## config.mk

```make
export PLATFORM = sky130hd
export DESIGN_NAME = cache_refill_unit
export DESIGN_NICKNAME = d
export VERILOG_FILES = /design/src/rtl/cache_refill_unit.sv
export SDC_FILE = /design/constraint.sdc
export NUM_CORES = 1
export LEC_CHECK = 0
export CAP_MARGIN = 40
export CORE_MARGIN = 8
export CORE_UTILIZATION = 35
export DETAILED_ROUTE_END_ITERATION = 7
export PLACE_DENSITY_LB_ADDON = 0.3
export SLEW_MARGIN = 30
export SYNTH_ARGS = -nofsm -noshare
export SYNTH_HDL_FRONTEND = slang
export SYNTH_SLANG_ARGS = --single-unit
```

## constraint.sdc

```tcl
create_clock -name clk_i -period 1.5 [get_ports clk_i]
set_input_delay 0.3 -clock clk_i [delete_from_list [all_inputs] [get_ports clk_i]]
set_output_delay 0.3 -clock clk_i [all_outputs]
set_load 0.02 [all_outputs]
```

## src/rtl/cache_refill_unit.sv

```systemverilog
// cache_refill_unit: L1 miss-refill engine. Issues one burst read per miss,
// assembles the returned beats into a line and writes it into the data array.
// Ports:
//   clk_i, rst_i            clock, synchronous active-high reset
//   miss_*                  miss request from the cache controller
//   mem_req_*               burst read request to memory
//   mem_resp_*              returned read beats from memory
//   bank_addr_o, bank_sel_o data-array set/bank for the line write
//   we_way_mask_o, wdata_o  data-array write mask and assembled line
//   refill_done_o, busy_o   completion pulse and activity status
//   err_o                   sticky last-beat protocol error
// Optional: define REFILL_LAST_CHECK_EN to compile in the last-beat checker.
module cache_refill_unit #(
  parameter int NUM_WAYS            = 4,
  parameter int NUM_BANKS           = 4,
  parameter int SETS_PER_BANK_WIDTH = 8,
  parameter int BLOCK_WIDTH         = 512,
  parameter int MEM_DATA_WIDTH      = 64,
  parameter int ADDR_WIDTH          = 32
) (
  input  logic                           clk_i,
  input  logic                           rst_i,
  input  logic                           miss_valid_i,
  output logic                           miss_ready_o,
  input  logic [ADDR_WIDTH-1:0]          miss_addr_i,
  input  logic [NUM_WAYS-1:0]            miss_way_i,
  output logic                           mem_req_valid_o,
  input  logic                           mem_req_ready_i,
  output logic [ADDR_WIDTH-1:0]          mem_req_addr_o,
  input  logic                           mem_resp_valid_i,
  output logic                           mem_resp_ready_o,
  input  logic [MEM_DATA_WIDTH-1:0]      mem_resp_data_i,
  input  logic                           mem_resp_last_i,
  output logic [SETS_PER_BANK_WIDTH-1:0] bank_addr_o,
  output logic [$clog2(NUM_BANKS)-1:0]   bank_sel_o,
  output logic [NUM_WAYS-1:0]            we_way_mask_o,
  output logic [BLOCK_WIDTH-1:0]         wdata_o,
  output logic                           refill_done_o,
  output logic                           busy_o,
  output logic                           err_o
);

  localparam int BEATS = BLOCK_WIDTH / MEM_DATA_WIDTH;
  localparam int OFF   = $clog2(BLOCK_WIDTH / 8);
  localparam int BSW   = $clog2(NUM_BANKS);
  localparam int CW    = $clog2(BEATS) + 1;
  localparam int MW    = MEM_DATA_WIDTH;
  localparam logic [CW-1:0] LAST_IDX = CW'(BEATS - 1);

  typedef enum logic [1:0] {
    IDLE,
    REQ,
    RECV,
    WRITE
  } state_t;

  state_t state, state_nxt;

  logic [ADDR_WIDTH-1:0]          line_addr_q;
  logic [NUM_WAYS-1:0]            way_q;
  logic [BSW-1:0]                 bank_sel_q;
  logic [SETS_PER_BANK_WIDTH-1:0] bank_addr_q;
  logic [CW-1:0]                  beat_cnt;
  logic [BLOCK_WIDTH-1:0]         line_buf;

  logic miss_fire;
  logic beat_fire;
  logic last_beat;

  // Line offset bits never matter: the line is always fetched whole.
  logic [OFF-1:0] unused_offset;
  assign unused_offset = miss_addr_i[OFF-1:0];

  assign miss_fire = (state == IDLE) & miss_valid_i & ~rst_i;
  assign beat_fire = (state == RECV) & mem_resp_valid_i & ~rst_i;
  assign last_beat = (beat_cnt == LAST_IDX);

  always_ff @(posedge clk_i) begin
    if (rst_i) begin
      state <= IDLE;
    end else begin
      state <= state_nxt;
    end
  end

  // Outputs are decoded from state only; rst_i gating keeps them
  // quiet while reset is held, including before the first edge.
  always_comb begin
    state_nxt        = state;
    miss_ready_o     = 1'b0;
    mem_req_valid_o  = 1'b0;
    mem_resp_ready_o = 1'b0;
    we_way_mask_o    = '0;
    refill_done_o    = 1'b0;
    busy_o           = (state != IDLE) & ~rst_i;
    unique case (state)
      IDLE: begin
        miss_ready_o = ~rst_i;
        if (miss_valid_i) begin
          state_nxt = REQ;
        end
      end
      REQ: begin
        mem_req_valid_o = ~rst_i;
        if (mem_req_ready_i) begin
          state_nxt = RECV;
        end
      end
      RECV: begin
        mem_resp_ready_o = ~rst_i;
        if (mem_resp_valid_i && last_beat) begin
          state_nxt = WRITE;
        end
      end
      WRITE: begin
        we_way_mask_o = rst_i ? '0 : way_q;
        refill_done_o = ~rst_i;
        state_nxt     = IDLE;
      end
      default: begin
        state_nxt = IDLE;
      end
    endcase
  end

  always_ff @(posedge clk_i) begin
    if (rst_i) begin
      line_addr_q <= '0;
      way_q       <= '0;
      bank_sel_q  <= '0;
      bank_addr_q <= '0;
      beat_cnt    <= '0;
      line_buf    <= '0;
    end else begin
      if (miss_fire) begin
        line_addr_q <= {miss_addr_i[ADDR_WIDTH-1:OFF], {OFF{1'b0}}};
        way_q       <= miss_way_i;
        bank_sel_q  <= miss_addr_i[OFF +: BSW];
        bank_addr_q <= miss_addr_i[OFF+BSW +: SETS_PER_BANK_WIDTH];
      end
      if (state == REQ && mem_req_ready_i) begin
        beat_cnt <= '0;
      end
      if (beat_fire) begin
        for (int b = 0; b < BEATS; b++) begin
          if (beat_cnt == CW'(b)) begin
            line_buf[b*MW +: MW] <= mem_resp_data_i;
          end
        end
        beat_cnt <= beat_cnt + 1'b1;
      end
    end
  end

  assign mem_req_addr_o = line_addr_q;
  assign bank_addr_o    = bank_addr_q;
  assign bank_sel_o     = bank_sel_q;
  assign wdata_o        = line_buf;

`ifdef REFILL_LAST_CHECK_EN
  // last must mark exactly the final beat of the burst.
  logic err_q;

  always_ff @(posedge clk_i) begin
    if (rst_i) begin
      err_q <= 1'b0;
    end else if (beat_fire && (mem_resp_last_i != last_beat)) begin
      err_q <= 1'b1;
    end
  end

  assign err_o = err_q;
`else
  logic unused_last;
  assign unused_last = mem_resp_last_i;
  assign err_o       = 1'b0;
`endif

endmodule

```

==> results of run 1 <==
==> worst reg2reg max path, cell delays in order, from the launching register on <==
cell and delay, ns:
dfxtp_4 0.37, buf_6 0.10, ha_4 0.17, buf_12 0.12, nand4b_1 0.16, buf_4 0.21, nor2_4 0.14, buf_12 0.17
clkbuf_16 0.22, o21ai_1 0.09
==> per-layer routing <==
layer  vias up  global-route usage [%]
met1     11626                    31.9
met2      1539                    43.5
met4         0                    11.6
met3       292                    6.67
li1      10447                       -
met5         -                       0
==> state kept, by name, summed over array words and instances, names as in the netlist <==
register	flops
wdata_o	512
mem_req_addr_o	18
bank_addr_o	7
beat_cnt	4
way_q	4
state	2
bank_sel_o	1
==> through the flow <==
step           utilization, %  hold WS [ns]  setup TNS, ns
6_report                 55.2         0.104        -137.94
5_1_grt                  55.2         0.142        -165.33
3_3_place_gp             49.5         0.445        -212.70
3_5_place_dp             49.5         0.450        -227.12
2_1_floorplan               -         0.409       -0.00259
4_1_cts                  50.0        0.0598        -125.57
==> synthesized netlist by cell type, drive strengths merged, types with 4 or more instances <==
cell	n	share of area, %
dfxtp	548	52
o21ai	542	13
nand3	513	12
a21oi	450	11
clkbuf	225	4.1
buf	144	4.2
nand2	127	2.3
ha	9	0.53
nor2b	7	0.21
inv	6	0.11
nand4b	5	0.21
and3	4	0.12
and4b	4	0.19
==> report_power, final <==
group          leakage [µW]  switching [µW]  internal [µW]
Clock              0.000932            6050           8370
Sequential          0.00442             192          14900
Combinational       0.00737            2030           1330
==> path summary, 6_finish.rpt <==
path | end | depth (start not counted) | startpoint | slack, ns
max | wdata_o[479] | 9 | state[1] | -0.37
min | mem_req_addr_o[29] | 4 | rst_i | 0.10
max reg2reg | wdata_o[479] | 9 | state[1] | -0.37
min reg2reg | wdata_o[489] | 2 | wdata_o[489] | 0.45
==> cells in the final DEF, fill, tap and decap left out, types with 5 or more instances in the layout <==
cell,synthesis,final
nand2_1,127,127
buf_2,75,532
nand3_1,513,369
dfxtp_1,548,543
buf_6,11,20
buf_16,0,24
o21ai_1,15,159
o21ai_4,0,5
buf_4,45,128
conb_1,1,7
o21ai_0,527,260
nand3_4,0,67
clkbuf_1,215,10
o21ai_2,0,118
nand4b_1,5,5
clkinv_2,0,9
a21oi_1,450,309
ha_1,9,6
clkbuf_8,0,15
clkdlybuf4s50_1,0,97
clkbuf_16,0,79
buf_12,0,100
a21oi_2,0,141
buf_8,0,26
nand3_2,0,77
==> area by class of cell <==
class,count,share of cell area (%)
Tap cell,782,2.96
Inverter,6,0.0831
Clock buffer,82,5.04
Timing Repair Buffer,950,25.5
Sequential cell,548,33.2
Multi-Input combinational cell,1685,32.6
Clock inverter,18,0.627
==> logic make-up after synthesis <==
| logic type | count (synthesis) | share of synthesized area, % |
|---|---|---|
| AND/OR/NAND/NOR | 668 | 15.4 |
| AO/OA/AOI/OAI | 997 | 23.7 |
| adder cells (fa/ha/maj) | 9 | 0.532 |
| buffers and inverters | 375 | 8.34 |
| multiplexers | 4 | 0.201 |
| other | 1 | 0.0177 |
| flip-flops | 548 | 51.9 |
==> what timing repair did <==
item | 4_1_cts | 5_1_grt
setup buffers | 22 | 23
cloned | 22 | 26
pin swaps | 15 | 262
resized for setup | 2474 | 761
setup endpoints to repair | 1073 | 554
==> flow_results.org, run 1 <==
** Run status
- Result of the run :: complete, but fails checks
- The final reports fail on negative setup slack.

** STA
- The final hold violation count was 0.
- Once routing completed, OpenROAD measured the worst setup slack at -0.371 ns.
- Setup violation total in the final timing report :: 531
- Largest clock skew in the final design :: 0.0192 ns
- Setup repair after global routing could not meet its margin everywhere.
- Final Critical Period :: 1.87 ns
- Max-slew violation count :: 0
- Worst slew margin :: 54.2%
- In the finished design, the share of the clock period the worst path needs comes to 125%.
- Fmax :: 0.535 GHz
- Tightest Pin Transition :: 0.687 ns

** Route
- Total length of routed met3 wires :: 11000 µm
- The highest metal layer carrying signal wires in the routed design is met4.
- Detailed routing inserted a total of 23.9k vias.
- Detailed-router iteration count before antenna repair :: 7
- After detailed routing, the number of remaining DRC violations is 0.
- Detailed routing placed a total of 49400 µm of wire on met2.
- Dividing the detail-routed via count by the number of cells gives 5.87.
- Initial DRC count :: 2632
- Wire per inst :: 25.6 µm
- For this block, the routed nets add up to 104000 µm of wire.
- The count of nets left with antenna violations once routing finished came out at 0.
- After detailed routing, the wire length on met1 is 39100 µm.

** Layout
- Post-layout instance count excluding filler cells :: 4071
- The repair_antennas step left the layout with diodes totalling 0.
- Syn-to-layout area delta :: 56.5%
- The layout has 5289 filler cells.
- In the final layout, the share of cells above drive strength 1 is 41.9%.
- Net count of the finished layout :: 3362
- Registers take 11000 µm².
- Area of combinational cells with multiple inputs :: 10800 µm²
- Once layout is done, the placed cells without fillers occupy 33100 µm².

** Worst setup path
- On the worst path, the slowest cell contributes a delay of 0.37 ns.
- Among cell families on the critical path, the largest total delay comes from buffers and inverters.
- The slowest stage of the critical path belongs to the cell dfxtp_4.
- Maximum fanout count along the critical path :: 8
- STA classifies the critical path endpoint as a flip-flop.
- Category of the most critical setup path :: flip-flop to flip-flop
- Worst EP required :: 1.99 ns
- Traced cell by cell, the critical path runs through buf_6, ha_4, buf_12, nand4b_1, buf_4, nor2_4, buf_12, clkbuf_16, o21ai_1.
- The number of buffers and inverters on the critical path is 5.
- For the worst setup path, the data arrival time is 2.36 ns.
- Most common cell type on the critical path :: buf_12
- Critical Path Source Type :: flip-flop

** Global routing
- Global-route wire length before repair :: 141000 µm
- GR Overflow Total :: 0
- All-Layer GR Usage :: 26.2%
- The number of global-route vias before repair is 22.3k.
- Entering global routing, the biggest net connects 106 pins.
- The initial antenna violation count came to 0.

** Die
- Std-Cell Rows :: 90
- Starting density of the core :: 35.2%
- Count of boundary I/O pins :: 670
- The floorplan step set the die width to 262 µm.
- Die Area :: 68600 µm²
- Area inside the core boundary :: 60000 µm²
- Die height :: 262 µm

** Yosys
- Total of flip-flops plus latches after synthesis :: 548
- Top FF cell, synth :: dfxtp_1
- Of the synthesized area, sequential elements account for 51.9%.
- After synthesis the cells add up to 21200 µm².
- Synthesis instantiated 33 different standard cells from the library.
- Asr flop ratio synth :: 0%
- EDFF count, synth :: 0
- Yosys printed 0 warnings.
- Mean instance size in the synthesized netlist :: 8.13 µm²
- Post-synthesis cell count :: 2602

** Clock tree
- Number of clock sinks :: 548
- CTS clock-pin slew for the worst setup and hold paths :: 0.06 ns
- TritonCTS built the clock tree.
- Buffers inserted during clock tree synthesis total 56.
- The cell sitting at the root of the clock tree is a clkbuf_16.
- Deepest level of the CTS H-tree :: 2
- At the later pin of the worst-skew pair, clock insertion delay measures 0.62 ns.
- Number of buffers on the longest clock path :: 3
- Quantity of hold-fixing buffers added after cts :: 0

** Place
- Detailed placement ended at an HPWL of 61500 µm.
- At the end of routability-driven placement, the weighted congestion stood at 0.861.
- Count of input and output buffers :: 655
- After detailed placement, the design holds a cell count of 3886.
- In this run the cell area measured after placement is 29700 µm².
- Prior to clock tree synthesis, the placed netlist has a worst setup slack of -0.607 ns.

** Pwr
- After layout, the design draws a total of 32800 µW.
- Peak supply drop :: 0.932 mV
- Cell leakage power :: 0.0127 µW
- Power spread over the standard cell area amounts to 992 nW/µm².

** Min path
- The tightest min-delay check is of the primary input to flip-flop type.

** Flow run
- Across the run, the number of max-cap violations was 0.
No activity file was read; power rests on OpenSTA's default activity.
==> run 2: changes to the inputs <==
CTS_CLUSTER_SIZE = 25   (was default)
clock period = 1.8 ns   (was 1.5 ns; I/O delays follow)
==> run 2 against run 1 <==
  * The flow still finishes with violations (negative setup slack)
  * Critical path depth fell by 5
  * Routed wire length fell by 4.7%
  * Via count fell by 4.0%
  * Global-route usage fell by 2.0 points
  * Register-to-register slack improved by 0.30 ns
  * Clock-buffer cell count rose by 4
  * First-iteration DRC count fell by 13%
  * Non-clock buffer count fell by 99
  * Total power fell by 16%
  * Critical path type is now flip-flop to output pin
==> flow_results.org, run 2 (synthesis gave the netlist of run 1 again) <==
** Global routing
- Via count of the first global-routing pass :: 21.1k (was 22.3k)
- The pin count of the biggest net entering global routing was 146 (was 106).
- The global-route wire length before repair was 131000 µm (was 141000 µm).
- The total grt overflow was 0 (unchanged).
- Antenna violations before repair :: 0 (unchanged)
- All-Layer GR Usage :: 24.2% (was 26.2%)

** Layout
- Finished Cell Area :: 32100 µm² (was 33100 µm²)
- Share of final-layout standard cells stronger than drive strength 1 :: 15.1% (was 41.9%)
- The antenna diode count is 0 (unchanged).
- The utilization of the core after routing was 53.4% (was 55.2%).
- Most used cells in the layout excluding fill and tap cells :: 545 x dfxtp_1, 545 x dlygate4sd2_1, 473 x nand3_1 (was 543 x dfxtp_1, 532 x buf_2, 369 x nand3_1)
- Flip-flop count of the largest register after layout :: 512 (unchanged)
- The filler-free cell count of the finished design came to 3982 (was 4071).
- Net count of the finished layout :: 3266 (was 3362)
- Syn-to-layout area delta :: 51.6% (was 56.5%)

** Die
- Area inside the core boundary :: 60000 µm² (unchanged)
- The die extent in y was 262 µm (unchanged).
- Floorplan die width :: 262 µm (unchanged)
- Die Area :: 68600 µm² (unchanged)
- The boundary pin count is 670 (unchanged).
- The starting density of the core was 35.2% (unchanged).
- Std-Cell Rows :: 90 (unchanged)

** STA
- Tightest Pin Transition :: 0.728 ns (was 0.687 ns)
- The post-route clock skew was 0.0116 ns (was 0.0192 ns).
- Hold violation total from the final report :: 0 (unchanged)
- Unrepaired setup endpoints after global routing: true (unchanged).
- Minimum setup slack in the final design :: -0.0830 ns (was -0.371 ns)
- The number of pins with negative max-slew slack in the final report was 0 (unchanged).
- Setup violation total in the final timing report :: 51 (was 531)
- Final setup TNS :: -1.66 ns (was -137.94 ns)
- Fmax :: 0.531 GHz
- The final critical path takes up 105% of the cycle.
- For the finished layout, the period the worst path requires is 1.88 ns.
- Worst slew margin :: 51.5% (was 54.2%)

** Worst setup path
- Chain of cells forming the critical path :: buf_6, ha_4, and3_4, buf_6 (was buf_6, ha_4, buf_12, nand4b_1, buf_4, nor2_4, buf_12, clkbuf_16, o21ai_1)
- The biggest cell delay along the critical path came to 0.32 ns (was 0.37 ns).
- Register-to-register path setup slack :: -0.07 ns (was -0.37 ns)
- The critical path start-end classification is flip-flop to output pin (was flip-flop to flip-flop).
- The peak fanout along the critical path is 5 (was 8).
- Most common cell type on the critical path :: buf_6 (was buf_12)
- Terminus of the critical flop-to-flop path :: wdata_o[393] (was wdata_o[479])
- The logic depth of the worst register-to-register path was 10 (was 9).
- Critical Path Slowest Stage Cell :: dfxtp_2 (was dfxtp_4)
- Kind of end point of the critical path :: output pin (was flip-flop)
- Worst EP required :: 1.44 ns (was 1.99 ns)
- The source of the worst register-to-register timing path is state[0] (was state[1]).
- The startpoint type of the worst setup path was a flip-flop (unchanged).
- Crit path arrival time :: 1.52 ns (was 2.36 ns)

** Clock tree
- Number of clock sinks :: 548 (unchanged)
- The number of levels the H-tree was split into came to 2 (unchanged).
- The root cell of the clock tree is clkbuf_16 (unchanged).
- The clock tree from TritonCTS was done (unchanged).
- Number of buffers on the longest clock path :: 3 (unchanged)
- Total CTS buffers :: 58 (was 56)
- The clock-pin slew on the worst setup and hold paths was 0.06 ns (about the same).
- Clock latency of the later-clocked register in the worst-skew pair :: 0.60 ns (was 0.62 ns)
- The count of hold-fix buffers inserted at cts is 0 (unchanged).

** Route
- Total number of vias :: 22.9k (was 23.9k)
- The residual DRC count came to 0 (unchanged).
- Total routed wirelength :: 99400 µm (was 104000 µm)
- Detailed-router iteration count before antenna repair :: 7 (unchanged)
- Via/cell ratio :: 5.76 (was 5.87)
- Number of nets still failing antenna checks after routing :: 0 (unchanged)
- Initial DRC count :: 2299 (was 2632)
- The mean routed wirelength per cell was 25.0 µm (was 25.6 µm).

** Min path
- The type of the most critical hold path is primary input to flip-flop (unchanged).
- The capture endpoint of the worst hold path is wdata_o[456] (was mem_req_addr_o[29]).
- The launch instance of the worst min-delay path is rst_i (unchanged).
- The count of cells along the worst hold path is 4 (unchanged).

** Run status
- Result of the run :: complete, but fails checks (unchanged)
- Failing checks :: negative setup slack (unchanged)

** Place
- Gpl congestion :: 0.851 (was 0.861)
- The total placed cells including tap cells was 3802 (was 3886).
- Count of input and output buffers :: 655 (unchanged)
- Post-Place Cell Area :: 28500 µm² (was 29700 µm²)
- The detailed-placement wirelength estimate was 59400 µm (was 61500 µm).

** Pwr
- The static leakage was 0.0132 µW (was 0.0127 µW).
- Peak supply drop :: 0.664 mV (was 0.932 mV)
- Tot Pwr :: 27700 µW (was 32800 µW)
- Areal power density over the cells :: 863 nW/µm² (was 992 nW/µm²)

** Flow run
- Maximum capacitance violations :: 0 (unchanged)
[run 2: layout make-up]
cell class / instances / area (µm²)
Clock inverter: 23 / 258
Sequential cell: 548 / 11000
Timing Repair Buffer: 851 / 8770
Fill cell: 5585 / 28000
Clock buffer: 86 / 1760
Multi-Input combinational cell: 1686 / 9290
Tap cell: 782 / 978
Inverter: 6 / 27.5
[run 2: worst max-delay path by stage]
stage | start | to | cells past startpoint
2_1_floorplan | state[0] | beat_cnt[3] | 6
3_3_place_gp | mem_resp_valid_i | wdata_o[256] | 7
3_5_place_dp | mem_resp_valid_i | wdata_o[318] | 7
4_1_cts | state[0] | we_way_mask_o[1] | 4
5_1_grt | state[0] | we_way_mask_o[1] | 4
6_report | state[0] | we_way_mask_o[3] | 4
[run 2: through the flow]
stage          setup slack [ns]  hold slack [ns]
6_report                -0.0830            0.182
5_1_grt                  -0.132            0.196
4_1_cts                  -0.188            0.149
3_5_place_dp             -0.332            0.452
3_3_place_gp             -0.307            0.444
2_1_floorplan             0.164            0.446
[run 2: repair_timing]
action,4_1_cts,5_1_grt
gates cloned,5,35
pin swaps,9,69
setup endpoints to repair,837,328
buffers inserted,14,21
resized for setup,643,304
[run 2: critical path: cells and delay by family, from the launching register on]
family / cells / cell delay (ns)
fa+ha+maj: 1 / 0.17
buf+inv: 2 / 0.25
flops: 1 / 0.32
simple gates: 1 / 0.18
[run 2: layer usage]
metal | routed length (µm) | vias up | track usage [%]
met5 | 0 | - | 0
met4 | 5230 | 0 | 12.1
met3 | 9830 | 276 | 6.33
met2 | 47100 | 1308 | 40.2
met1 | 37300 | 11134 | 28.8
li1 | - | 10228 | -
[run 2: power by group]
part           internal [µW]  switching (µW)
clock                   7470            5100
combinational           1010            1570
sequential             12400             145
